[config.mk]
export PLATFORM = sky130hd
export DESIGN_NAME = frame_capture_ctrl_flat
export DESIGN_NICKNAME = d
export VERILOG_FILES = /design/src/rtl/frame_capture_pkg.sv /design/src/rtl/frame_capture_ctrl_if.sv /design/src/rtl/frame_capture_ctrl_sync_edge.sv /design/src/rtl/frame_capture_ctrl.sv /design/src/flat_wrapper.sv
export SDC_FILE = /design/constraint.sdc
export NUM_CORES = 1
export LEC_CHECK = 0
export BUFFER_PORTS_ARGS = -buffer_cell sky130_fd_sc_hd__buf_2
export CAP_MARGIN = 15
export CELL_PAD_IN_SITES_DETAIL_PLACEMENT = 1
export CELL_PAD_IN_SITES_GLOBAL_PLACEMENT = 1
export CORE_MARGIN = 8
export CORE_UTILIZATION = 42
export CTS_BUF_LIST = sky130_fd_sc_hd__clkbuf_4 sky130_fd_sc_hd__clkbuf_8
export CTS_CLUSTER_DIAMETER = 120
export DETAILED_ROUTE_END_ITERATION = 6
export PLACE_DENSITY = 0.92
export RECOVER_POWER = 50
export SYNTH_ARGS = -nofsm -noshare
export SYNTH_HDL_FRONTEND = slang
export SYNTH_SLANG_ARGS = --single-unit
[constraint.sdc]
create_clock -name p_clk -period 2.8 [get_ports p_clk]
set_clock_uncertainty 0.2 [all_clocks]
set_input_delay 0.56 -clock p_clk [delete_from_list [all_inputs] [get_ports p_clk]]
set_output_delay 0.56 -clock p_clk [all_outputs]
set_load 0.03 [all_outputs]
[src/rtl/frame_capture_pkg.sv]
// Shared types and crop-geometry helpers for the camera frame capture sequencer.
package frame_capture_pkg;

  typedef enum logic [2:0] {
    IDLE,
    ARMED,
    WAIT_VSYNC,
    CAPTURE,
    DRAIN
  } state_t;

  // First coordinate of a window of size `active` centered in `full`.
  function automatic int crop_offset(input int full, input int active);
    return (full - active) / 2;
  endfunction

  function automatic int crop_last(input int full, input int active);
    return crop_offset(full, active) + active - 1;
  endfunction

endpackage

[src/rtl/frame_capture_ctrl_if.sv]
// Sensor, capture-request and pixel-sink signals of the frame capture sequencer.
interface frame_capture_ctrl_if #(
  parameter int PixelBitWidth = 16
);

  logic                     i_vsync;
  logic                     i_href;
  logic [PixelBitWidth-1:0] i_pix_data;
  logic                     i_pix_valid;
  logic                     i_capture_req;
  logic                     o_capture_ack;
  logic                     i_sink_ready;
  logic [PixelBitWidth-1:0] o_pix_data;
  logic                     o_pix_valid;
  logic                     o_frame_start;
  logic                     o_frame_end;
  logic                     o_frame_err;
  logic                     o_overflow;
  logic                     o_busy;

  // Environment side: sensor, requester and sink.
  modport master (
    output i_vsync, i_href, i_pix_data, i_pix_valid, i_capture_req, i_sink_ready,
    input  o_capture_ack, o_pix_data, o_pix_valid, o_frame_start, o_frame_end,
           o_frame_err, o_overflow, o_busy
  );

  // Controller side.
  modport slave (
    input  i_vsync, i_href, i_pix_data, i_pix_valid, i_capture_req, i_sink_ready,
    output o_capture_ack, o_pix_data, o_pix_valid, o_frame_start, o_frame_end,
           o_frame_err, o_overflow, o_busy
  );

endinterface

[src/rtl/frame_capture_ctrl_sync_edge.sv]
// Two-flop synchronizer followed by an edge register; exposes level, rise and fall.
module sync_edge (
  input  logic p_clk,
  input  logic RST,
  input  logic raw,
  output logic level,
  output logic rise,
  output logic fall
);

  logic [1:0] sync_q;
  logic       level_d;

  always_ff @(posedge p_clk) begin
    if (!RST) begin
      sync_q  <= '0;
      level_d <= 1'b0;
    end else begin
      // NOTE: non-blocking assignments make every flop sample its pre-edge input;
      // blocking ones here would collapse the synchronizer chain into one stage.
      sync_q  <= {sync_q[0], raw};
      level_d <= sync_q[1];
    end
  end

  assign level = sync_q[1];
  assign rise  = sync_q[1] & ~level_d;
  assign fall  = ~sync_q[1] & level_d;

endmodule

[src/rtl/frame_capture_ctrl.sv]
// Capture sequencer: arms on request, aligns to frame start, crops to the centered
// window and forwards pixels through a one-entry holding register.
module frame_capture_ctrl
  import frame_capture_pkg::*;
#(
  parameter int FrameWidth        = 640,
  parameter int FrameHeight       = 480,
  parameter int ActiveFrameWidth  = 512,
  parameter int ActiveFrameHeight = 384,
  parameter int PixelBitWidth     = 16
) (
  input  logic                p_clk,
  input  logic                RST,
  input  logic                i_cfg_done,
  frame_capture_ctrl_if.slave bus
);

  localparam int XW = $clog2(FrameWidth);
  localparam int YW = $clog2(FrameHeight);

  localparam logic [XW-1:0] X_FIRST = XW'(crop_offset(FrameWidth, ActiveFrameWidth));
  localparam logic [XW-1:0] X_LAST  = XW'(crop_last(FrameWidth, ActiveFrameWidth));
  localparam logic [XW-1:0] X_MAX   = XW'(FrameWidth - 1);
  localparam logic [YW-1:0] Y_FIRST = YW'(crop_offset(FrameHeight, ActiveFrameHeight));
  localparam logic [YW-1:0] Y_LAST  = YW'(crop_last(FrameHeight, ActiveFrameHeight));
  localparam logic [YW-1:0] Y_MAX   = YW'(FrameHeight - 1);

  logic cfg_level, cfg_rise, cfg_fall;
  logic vs_level, vs_rise, vs_fall;
  logic hs_level, hs_rise, hs_fall;

  sync_edge u_sync_cfg (
    .p_clk (p_clk), .RST (RST), .raw (i_cfg_done),
    .level (cfg_level), .rise (cfg_rise), .fall (cfg_fall)
  );

  sync_edge u_sync_vsync (
    .p_clk (p_clk), .RST (RST), .raw (bus.i_vsync),
    .level (vs_level), .rise (vs_rise), .fall (vs_fall)
  );

  sync_edge u_sync_href (
    .p_clk (p_clk), .RST (RST), .raw (bus.i_href),
    .level (hs_level), .rise (hs_rise), .fall (hs_fall)
  );

  logic unused_edges;
  assign unused_edges = ^{cfg_rise, cfg_fall, vs_level, vs_fall, hs_rise};

  logic [XW-1:0] x_cnt;
  logic [YW-1:0] y_cnt;
  logic          pix_strobe;

  assign pix_strobe = bus.i_pix_valid & hs_level;

  always_ff @(posedge p_clk) begin
    if (!RST) begin
      x_cnt <= '0;
      y_cnt <= '0;
    end else if (vs_rise) begin
      x_cnt <= '0;
      y_cnt <= '0;
    end else if (hs_fall) begin
      x_cnt <= '0;
      if (y_cnt != Y_MAX) y_cnt <= y_cnt + YW'(1);
    end else if (pix_strobe && x_cnt != X_MAX) begin
      x_cnt <= x_cnt + XW'(1);
    end
  end

  logic in_window, is_first, is_last;

  assign in_window = pix_strobe &&
                     (x_cnt >= X_FIRST) && (x_cnt <= X_LAST) &&
                     (y_cnt >= Y_FIRST) && (y_cnt <= Y_LAST);
  assign is_first  = (x_cnt == X_FIRST) && (y_cnt == Y_FIRST);
  assign is_last   = in_window && (x_cnt == X_LAST) && (y_cnt == Y_LAST);

  state_t                   state, state_nxt;
  logic                     err_flag, err_nxt;
  logic                     hold_valid;
  logic [PixelBitWidth-1:0] hold_data;
  logic                     room;
  logic                     load, drop, ack_set, end_set, ovf_clr;
  logic                     capture_ack, frame_start, frame_end, frame_err, overflow;

  assign room = !hold_valid || bus.i_sink_ready;

  always_comb begin
    // NOTE: every signal gets its default before the case, so no path through
    // it can leave a value unassigned and infer a latch.
    state_nxt = state;
    err_nxt   = err_flag;
    load      = 1'b0;
    drop      = 1'b0;
    ack_set   = 1'b0;
    end_set   = 1'b0;
    ovf_clr   = 1'b0;
    case (state)
      IDLE: if (cfg_level) state_nxt = ARMED;
      ARMED: begin
        if (bus.i_capture_req) begin
          ack_set   = 1'b1;
          ovf_clr   = 1'b1;
          state_nxt = WAIT_VSYNC;
        end
      end
      WAIT_VSYNC: if (vs_rise) state_nxt = CAPTURE;
      CAPTURE: begin
        // A vsync edge aborts the frame unless it coincides with the last pixel.
        if (in_window && (!vs_rise || is_last)) begin
          if (room) begin
            load = 1'b1;
            if (is_last) state_nxt = DRAIN;
          end else begin
            drop = 1'b1;
          end
        end
        if (vs_rise && !(load && is_last)) begin
          err_nxt   = 1'b1;
          state_nxt = DRAIN;
        end
      end
      DRAIN: begin
        if (!hold_valid) begin
          end_set   = 1'b1;
          err_nxt   = 1'b0;
          state_nxt = ARMED;
        end
      end
      default: state_nxt = IDLE;
    endcase
  end

  always_ff @(posedge p_clk) begin
    if (!RST) begin
      state       <= IDLE;
      err_flag    <= 1'b0;
      hold_valid  <= 1'b0;
      // NOTE: the pixel data register is reset as well, so o_pix_data reads 0
      // after reset instead of exposing a discarded in-flight pixel.
      hold_data   <= '0;
      capture_ack <= 1'b0;
      frame_start <= 1'b0;
      frame_end   <= 1'b0;
      frame_err   <= 1'b0;
      overflow    <= 1'b0;
    end else begin
      state       <= state_nxt;
      err_flag    <= err_nxt;
      capture_ack <= ack_set;
      frame_start <= load & is_first;
      frame_end   <= end_set;
      frame_err   <= end_set & err_flag;
      if (ovf_clr)   overflow <= 1'b0;
      else if (drop) overflow <= 1'b1;
      if (load) begin
        hold_valid <= 1'b1;
        hold_data  <= bus.i_pix_data;
      end else if (bus.i_sink_ready) begin
        hold_valid <= 1'b0;
      end
    end
  end

  assign bus.o_pix_valid   = hold_valid;
  assign bus.o_pix_data    = hold_data;
  assign bus.o_capture_ack = capture_ack;
  assign bus.o_frame_start = frame_start;
  assign bus.o_frame_end   = frame_end;
  assign bus.o_frame_err   = frame_err;
  assign bus.o_overflow    = overflow;
  assign bus.o_busy        = (state == WAIT_VSYNC) || (state == CAPTURE) || (state == DRAIN);

endmodule
[src/flat_wrapper.sv]
// flat-port wrapper written by rule: the top's interface ports become plain ports
module frame_capture_ctrl_flat import frame_capture_pkg::*;
#(
  parameter int FrameWidth        = 640,
  parameter int FrameHeight       = 480,
  parameter int ActiveFrameWidth  = 512,
  parameter int ActiveFrameHeight = 384,
  parameter int PixelBitWidth     = 16
)
  (p_clk, RST, i_cfg_done, bus_i_vsync, bus_i_href, bus_i_pix_data, bus_i_pix_valid, bus_i_capture_req, bus_i_sink_ready, bus_o_capture_ack, bus_o_pix_data, bus_o_pix_valid, bus_o_frame_start, bus_o_frame_end, bus_o_frame_err, bus_o_overflow, bus_o_busy);
  frame_capture_ctrl_if #(.PixelBitWidth(PixelBitWidth)) bus_i ();
  input  logic p_clk;
  input  logic RST;
  input  logic i_cfg_done;
  input wire logic [$bits(bus_i.i_vsync)-1:0] bus_i_vsync;
  input wire logic [$bits(bus_i.i_href)-1:0] bus_i_href;
  input wire logic [$bits(bus_i.i_pix_data)-1:0] bus_i_pix_data;
  input wire logic [$bits(bus_i.i_pix_valid)-1:0] bus_i_pix_valid;
  input wire logic [$bits(bus_i.i_capture_req)-1:0] bus_i_capture_req;
  input wire logic [$bits(bus_i.i_sink_ready)-1:0] bus_i_sink_ready;
  output wire logic [$bits(bus_i.o_capture_ack)-1:0] bus_o_capture_ack;
  output wire logic [$bits(bus_i.o_pix_data)-1:0] bus_o_pix_data;
  output wire logic [$bits(bus_i.o_pix_valid)-1:0] bus_o_pix_valid;
  output wire logic [$bits(bus_i.o_frame_start)-1:0] bus_o_frame_start;
  output wire logic [$bits(bus_i.o_frame_end)-1:0] bus_o_frame_end;
  output wire logic [$bits(bus_i.o_frame_err)-1:0] bus_o_frame_err;
  output wire logic [$bits(bus_i.o_overflow)-1:0] bus_o_overflow;
  output wire logic [$bits(bus_i.o_busy)-1:0] bus_o_busy;
  assign bus_i.i_vsync = bus_i_vsync;
  assign bus_i.i_href = bus_i_href;
  assign bus_i.i_pix_data = bus_i_pix_data;
  assign bus_i.i_pix_valid = bus_i_pix_valid;
  assign bus_i.i_capture_req = bus_i_capture_req;
  assign bus_i.i_sink_ready = bus_i_sink_ready;
  assign bus_o_capture_ack = bus_i.o_capture_ack;
  assign bus_o_pix_data = bus_i.o_pix_data;
  assign bus_o_pix_valid = bus_i.o_pix_valid;
  assign bus_o_frame_start = bus_i.o_frame_start;
  assign bus_o_frame_end = bus_i.o_frame_end;
  assign bus_o_frame_err = bus_i.o_frame_err;
  assign bus_o_overflow = bus_i.o_overflow;
  assign bus_o_busy = bus_i.o_busy;
  frame_capture_ctrl #(.FrameWidth(FrameWidth), .FrameHeight(FrameHeight), .ActiveFrameWidth(ActiveFrameWidth), .ActiveFrameHeight(ActiveFrameHeight), .PixelBitWidth(PixelBitWidth)) u_core (.p_clk(p_clk), .RST(RST), .i_cfg_done(i_cfg_done), .bus(bus_i));
endmodule
; ---- After elaboration in Yosys (flattened, before gate mapping)
; Index checks and enable logic that the tools add are counted.
; Widths: inputs -> output; s select.
[word_totals]
output_inout_bits = 23
input_bits = 24
latchBits = 0
mem_bits_rw = 0
elab_cells = 100
reg_bits = 53
rom_bits = 0
mem_count = 0
[classes]
n_eq_ne = 18
n_div = 0
n_reduce_logical = 27
order_cmp = 4
multipliers = 0
muxes = 25
n_shift = 0
addsub = 2
bitwise_logic = 8
[op_table]
columns = cell, n
row1 = $mux 3, 8
row2 = $mux 1, 15
row3 = $pmux 3 s5, 1
row4 = $logic_and 1x1->1, 11
row5 = $add 10x1->10 const B, 1
row6 = $eq 10x10->1 const B, 1
row7 = $eq 10x7->1 const B, 1
row8 = $ge 10x7->1 const B, 1
row9 = $le 10x10->1 const B, 1
row10 = $ne 10x10->1 const B, 1
row11 = $add 9x1->9 const B, 1
row12 = $eq 9x6->1 const B, 1
row13 = $eq 9x9->1 const B, 1
row14 = $ge 9x6->1 const B, 1
row15 = $le 9x9->1 const B, 1
row16 = $ne 3x1->1 const B, 3
row17 = $ne 9x9->1 const B, 1
row18 = $reduce_and 7->1, 1
row19 = $eq 3x2->1 const B, 2
row20 = $ne 2x2->1 const B, 3
row21 = $and 1x1->1, 5
row22 = $logic_or 1x1->1, 4
row23 = $ne 2x1->1 const B, 2
row24 = $reduce_bool 2->1, 2
row25 = other kinds (10), 15

; ---- Logic depth before layout (Yosys ltp)
[depth]
word_depth = 16
mapped_depth = 9
mapped_depth_nobuf = 6

; ---- Hierarchy
; Synthesis repeated with hierarchy kept, for this count alone.
[unflattened]
cells_unflattened = 270
area_unflattened_um2 = 2439.8
[modules_own_cells]
columns = mod, cells_each, area_per_inst_um2, seq_area_each_um2, instances
row1 = frame_capture_ctrl, 246, 2165.8, 900.9, 1
row2 = sync_edge, 8, 91.3, 60.1, 3

; ---- Worst setup path before layout
; Ideal clock, no wire load.
[synth_path]
path_type = register -> register
from = register u_core.y_cnt[0]
to = register u_core.frame_start (netlist: u_core.bus.o_frame_start)
required_time_ns = 2.485
synth_period_minus_slack_ns = 2.015
n_path_buf = 3
stages_incl_launch_ff = 10
setup_time_ns = 0.115
t_arrival_ns = 1.700
path_slack_ns = 0.785
path_cell_list = dfxtp_1 > ha_1 > and3_1 > buf_4 > and4b_1 > a31oi_1 > nor3_2 > buf_6 > buf_12 > and2_1
[synth_via]
elab_chain_cells = 11
word_cells_on_any_way = 15
classes_between = order compare: 2 / eq/ne: 2 / mux: 3 / bitwise: 1 / reduce/logical: 7
[synth_lines]
columns = item, line
row1 = from (decl), frame_capture_ctrl.sv:51  ; logic [YW-1:0] y_cnt;
row2 = from (signal assigned), frame_capture_ctrl.sv:65  ; if (y_cnt != Y_MAX) y_cnt <= y_cnt + YW'(1);
row3 = $ge 9x6->1, frame_capture_ctrl.sv:75  ; (y_cnt >= Y_FIRST) && (y_cnt <= Y_LAST);
row4 = $logic_and 1x1->1, frame_capture_ctrl.sv:74  ; (x_cnt >= X_FIRST) && (x_cnt <= X_LAST) &&
row5 = $logic_and 1x1->1, frame_capture_ctrl.sv:75
row6 = $logic_and 1x1->1 (2 in series), frame_capture_ctrl.sv:77  ; assign is_last = in_window && (x_cnt == X_LAST) && (y_cnt == Y_LAST);
row7 = $logic_or 1x1->1, frame_capture_ctrl.sv:111  ; if (in_window && (!vs_rise || is_last)) begin
row8 = $logic_and 1x1->1, frame_capture_ctrl.sv:111
row9 = $mux 1, frame_capture_ctrl.sv:111
row10 = $mux 1 (2 in series), frame_capture_ctrl.sv:99  ; case (state)
row11 = $and 1x1->1 (*), frame_capture_ctrl.sv:152  ; frame_start <= load & is_first;
row12 = to (signal assigned), frame_capture_ctrl.sv:152
row13 = to (decl), frame_capture_ctrl.sv:85  ; logic capture_ack, frame_start, frame_end, frame_err, overflow;
; Every way passes the cells marked *; elsewhere a longest branch is shown, timed or not. The select of a mux whose other input is x is not followed.
; A chain may end at the register's enable or synchronous reset.

; ---- Final worst setup path
[layout_path]
from = register u_core.y_cnt[0]
to = register u_core.hold_data[10] (netlist: u_core.bus.o_pix_data[10])
[layout_via]
elab_chain_cells = 10
word_cells_on_any_way = 12
classes_between = order compare: 2 / eq/ne: 1 / mux: 3 / reduce/logical: 6
[layout_lines]
columns = item, line
row1 = $ge 9x6->1, frame_capture_ctrl.sv:75
row2 = $logic_and 1x1->1, frame_capture_ctrl.sv:74
row3 = $logic_and 1x1->1, frame_capture_ctrl.sv:75
row4 = $logic_and 1x1->1 (2 in series), frame_capture_ctrl.sv:77
row5 = $logic_or 1x1->1, frame_capture_ctrl.sv:111
row6 = $logic_and 1x1->1 (*), frame_capture_ctrl.sv:111
row7 = $mux 1 (*), frame_capture_ctrl.sv:111
row8 = $mux 1 (*) (2 in series), frame_capture_ctrl.sv:99
row9 = to (signal assigned), frame_capture_ctrl.sv:159  ; hold_data <= bus.i_pix_data;
row10 = to (decl), frame_capture_ctrl.sv:82  ; logic [PixelBitWidth-1:0] hold_data;
; Marks and branches as above.

==> summary.md <==
| Metric | Value |
|---|---|
| Mapped Area | 0.00239 mm² |
| Worst endpoint data arrival time | 2350 ps |
| Clock network fraction of design power | roughly two fifths |
| CTS Buf Count | 5 |
| Initial antenna violation count | 0 |
| Routed wire length | about 6500 µm |
| Switch Pwr | 0.000310 W |
| Die ar. | between 0.008 and 0.009 mm² |
| Total grt overflow | 0 |
| Die height | between 90 and 100 µm |
| WL met3 | about 220 µm |
| FF+latch count, synth | 53 |
| Chip Width | just over 90 µm |
| Largest net degree at the start of global routing | 35 |
| DR pass1 iterations | 4 |
| Hold_buf cts | 0 |
| HPWL Detailed | between 4000 and 5000 µm |
| Post-synth EDFFs | 0 |
| Internal power | around 0.0011 W |
| Residual DRC | 0 |
| Worst min-delay path category | reg -> reg |
| First-pass GRT wire length | approximately 11,000 µm |
| DR vias | just over 2k |
| Initial DRC count | about 140 |
| Met1 WL | about 2700 µm |
| Critical path origin | u_core.y_cnt[0] |
| DR WL/cell | around 17 µm |
| Final Non-Filler Cells | between 300 and 400 |
| Post-DRT Antenna Nets | 0 |
| CTS tree | built |
| Share of layout cells above drive strength 1 | between 10 and 15% |
| Vias in the first global route | 2,188 |
| NumNets Final | 338 |
| R2R Path End | u_core.bus.o_pix_data[10] |
| Tcrit/Tclk final | a little over 80% |
| P per Cell Area | approximately 510 mW/mm² |
| Critical path peak fanout | 17 |
| Worst reg2reg path startpoint | u_core.y_cnt[0] |
| Max_slew headroom | 49.0% |
| Cells after DPL | approximately 380 |
| Cell leakage power | 1.03 nW |
| Fin crit period | roughly 2300 ps |
| Synthesized area per cell | 8.94 µm² |
| RSZ-0062 raised after global routing | false |
| Sequential share of the synthesized area | between 40% and 50% |
| Mapped Cells | approximately 270 |
| Capture point of the worst path | u_core.bus.o_pix_data[10] |
| Routed wl met2 | 3410 µm |
| Outcome | completed |
| Area growth syn-to-layout | 13.8% |
| Dpl cell area | 0.00264 mm² |
| Design area | 0.00273 mm² |
| Setup TNS | 0 ps |
| CTS resizes | 0 |
| Final setup fails | 0 |
| Max Freq | 0.433 GHz |
| CP Capture Type | flop |
| Core area | ~0.0055 mm² |
| Pre-CTS setup slack | 565 ps |
| Max Cap Viol | 0 |
| Comb power frac | just under 6% |
| Via density | about 5.3 |
| Clock Path Buffers | 2 |
| Final Worst Setup Slack | 488 ps |
| CTS sink count | 53 |
| Flop pwr share | 55.7% |
| Mapped Nets | approximately 300 |
| Main flop type after synthesis | dfxtp_1 |
| Top-level port count | 47 |
| Global-route usage over all layers | ~16% |
| CP Class | reg -> reg |
| Slew Limit Fails | 0 |
| Ys async rst share | 0% |
| # port buffers | 46 |
| Core Rows | 27 |
| Actual slew at the worst max-slew pin | between 700 and 800 ps |
| Yosys warns | 0 |
| Root Buffer | clkbuf_8 |
| Netlist cell types | 43 |
| Diode count | 0 |
| Routability cong. | between 0.7 and 0.8 |
| Crit start category | flop |
| Later-pin clock latency in the skew report | 310 ps |
| Top Metal Used | met4 |
| Critical Path RT | around 2800 ps |
| Max H-tree Level | 2 |
| VDD IR-drop max | 0.385 mV |
| Register-to-Register Path Depth | 7 |
| R2r setup slk | between 400 and 500 ps |
| Clock transition at path regs | 100 ps |
| Setup repair bufs after CTS | 0 |
| Starting density of the core | between 40% and 50% |
| Switching Fraction | roughly 22% |
| Hold Vio Cnt, Final | 0 |
| Hold slack | 236 ps |
Yosys cell counts (5+ instances only):
library cell | number | area (µm²)
clkbuf_1 | 6 | 22.5
dfxtp_1 | 53 | 1060
nor3_1 | 6 | 30.0
nand4_1 | 8 | 50.1
xnor2_1 | 6 | 52.6
mux2i_1 | 16 | 160
xor2_1 | 11 | 96.3
nand2_1 | 46 | 173
nor2_1 | 28 | 105
inv_1 | 7 | 26.3
and3_1 | 5 | 31.3
nand3_1 | 9 | 45.0
and2_1 | 13 | 81.3
layout make-up:
| cell class | instances | area [µm²] |
|---|---|---|
| clock buffer | 6 | 76.3 |
| sequential | 53 | 1060 |
| fill | 697 | 2780 |
| tap | 72 | 90.1 |
| clock inverter | 2 | 38.8 |
| inverter | 7 | 26.3 |
| timing repair buffer | 48 | 214 |
| multi-input combinational | 195 | 1220 |
placed cells by master (no fill, tap or decap), types with 7 or more instances in the layout:
master	count
nand2_1	46
inv_1	7
nor2_1	28
clkbuf_1	23
nand4_1	8
and2_0	7
mux2i_1	16
buf_2	24
dfxtp_1	53
xor2_1	11
nand3_1	9
cell families (layout without fill, tap and decap cells):
family	after synthesis	in the layout	share of synthesized area, %
xor gates and xnor gates	17	17	6.22
AOI/OAI and AO/OA	21	21	7.52
adders and majority gates	4	4	2.09
muxes	16	16	6.69
and+or+nand+nor	137	137	28.4
DFF	53	53	44.3
buffers and inverters	20	63	4.75
sequential cells by signal (all words and copies together), names as in the netlist:
signal                       cells
u_core.bus.o_pix_data           16
u_core.x_cnt                    10
u_core.bus.o_frame_end           1
u_core.y_cnt                     9
u_core.u_sync_href.sync_q        2
u_core.state                     3
u_core.bus.o_capture_ack         1
u_core.bus.o_frame_start         1
u_core.bus.o_pix_valid           1
u_core.u_sync_cfg.sync_q         2
u_core.u_sync_href.level_d       1
u_core.u_sync_vsync.level_d      1
u_core.bus.o_overflow            1
u_core.u_sync_vsync.sync_q       2
u_core.err_flag                  1
u_core.bus.o_frame_err           1
through the flow:
stage | power (W) | util (%)
floorplan | 0.000838 | -
global placement | 0.000865 | 48.0
detailed placement | 0.000869 | 48.0
CTS | 0.00139 | 50.1
global route | 0.00144 | 49.5
finish | 0.00138 | 49.5
power groups by stage:
stage / sequential, W / clock, W / combinational, W
floorplan: 0.000786 / 0 / 0.0000523
global placement: 0.000786 / 0 / 0.0000786
detailed placement: 0.000787 / 0 / 0.0000818
CTS: 0.000770 / 0.000538 / 0.0000841
global route: 0.000771 / 0.000579 / 0.0000906
finish: 0.000770 / 0.000531 / 0.0000822
metal layers:
metal  vias up  global-route usage (%)
met1       984                    16.4
met3        14                    3.54
met5         -                       0
met4         0                    7.23
li1        994                       -
met2        43                    28.6
critical path: stages (launching register included):
cell and delay (ps):
dfxtp_1 440, ha_1 200, and3_1 300, and4b_1 260, a31oi_1 120, nor3_2 150
buf_4 320, mux2i_1 250
worst min path at each step:
stage / start / end / slack (ps) / cells past startpoint
after floorplan: u_core.u_sync_cfg.sync_q[0] / u_core.u_sync_cfg.sync_q[1] / 210 / 1
after global placement: u_core.u_sync_cfg.sync_q[0] / u_core.u_sync_cfg.sync_q[1] / 210 / 1
after detailed placement: u_core.u_sync_vsync.sync_q[0] / u_core.u_sync_vsync.sync_q[1] / 220 / 1
after CTS: u_core.u_sync_href.sync_q[0] / u_core.u_sync_href.sync_q[1] / 240 / 1
after global routing: bus_i_href / u_core.u_sync_href.sync_q[0] / 260 / 2
final: u_core.u_sync_href.sync_q[0] / u_core.u_sync_href.sync_q[1] / 240 / 1
(Power assumes the default switching activity.)
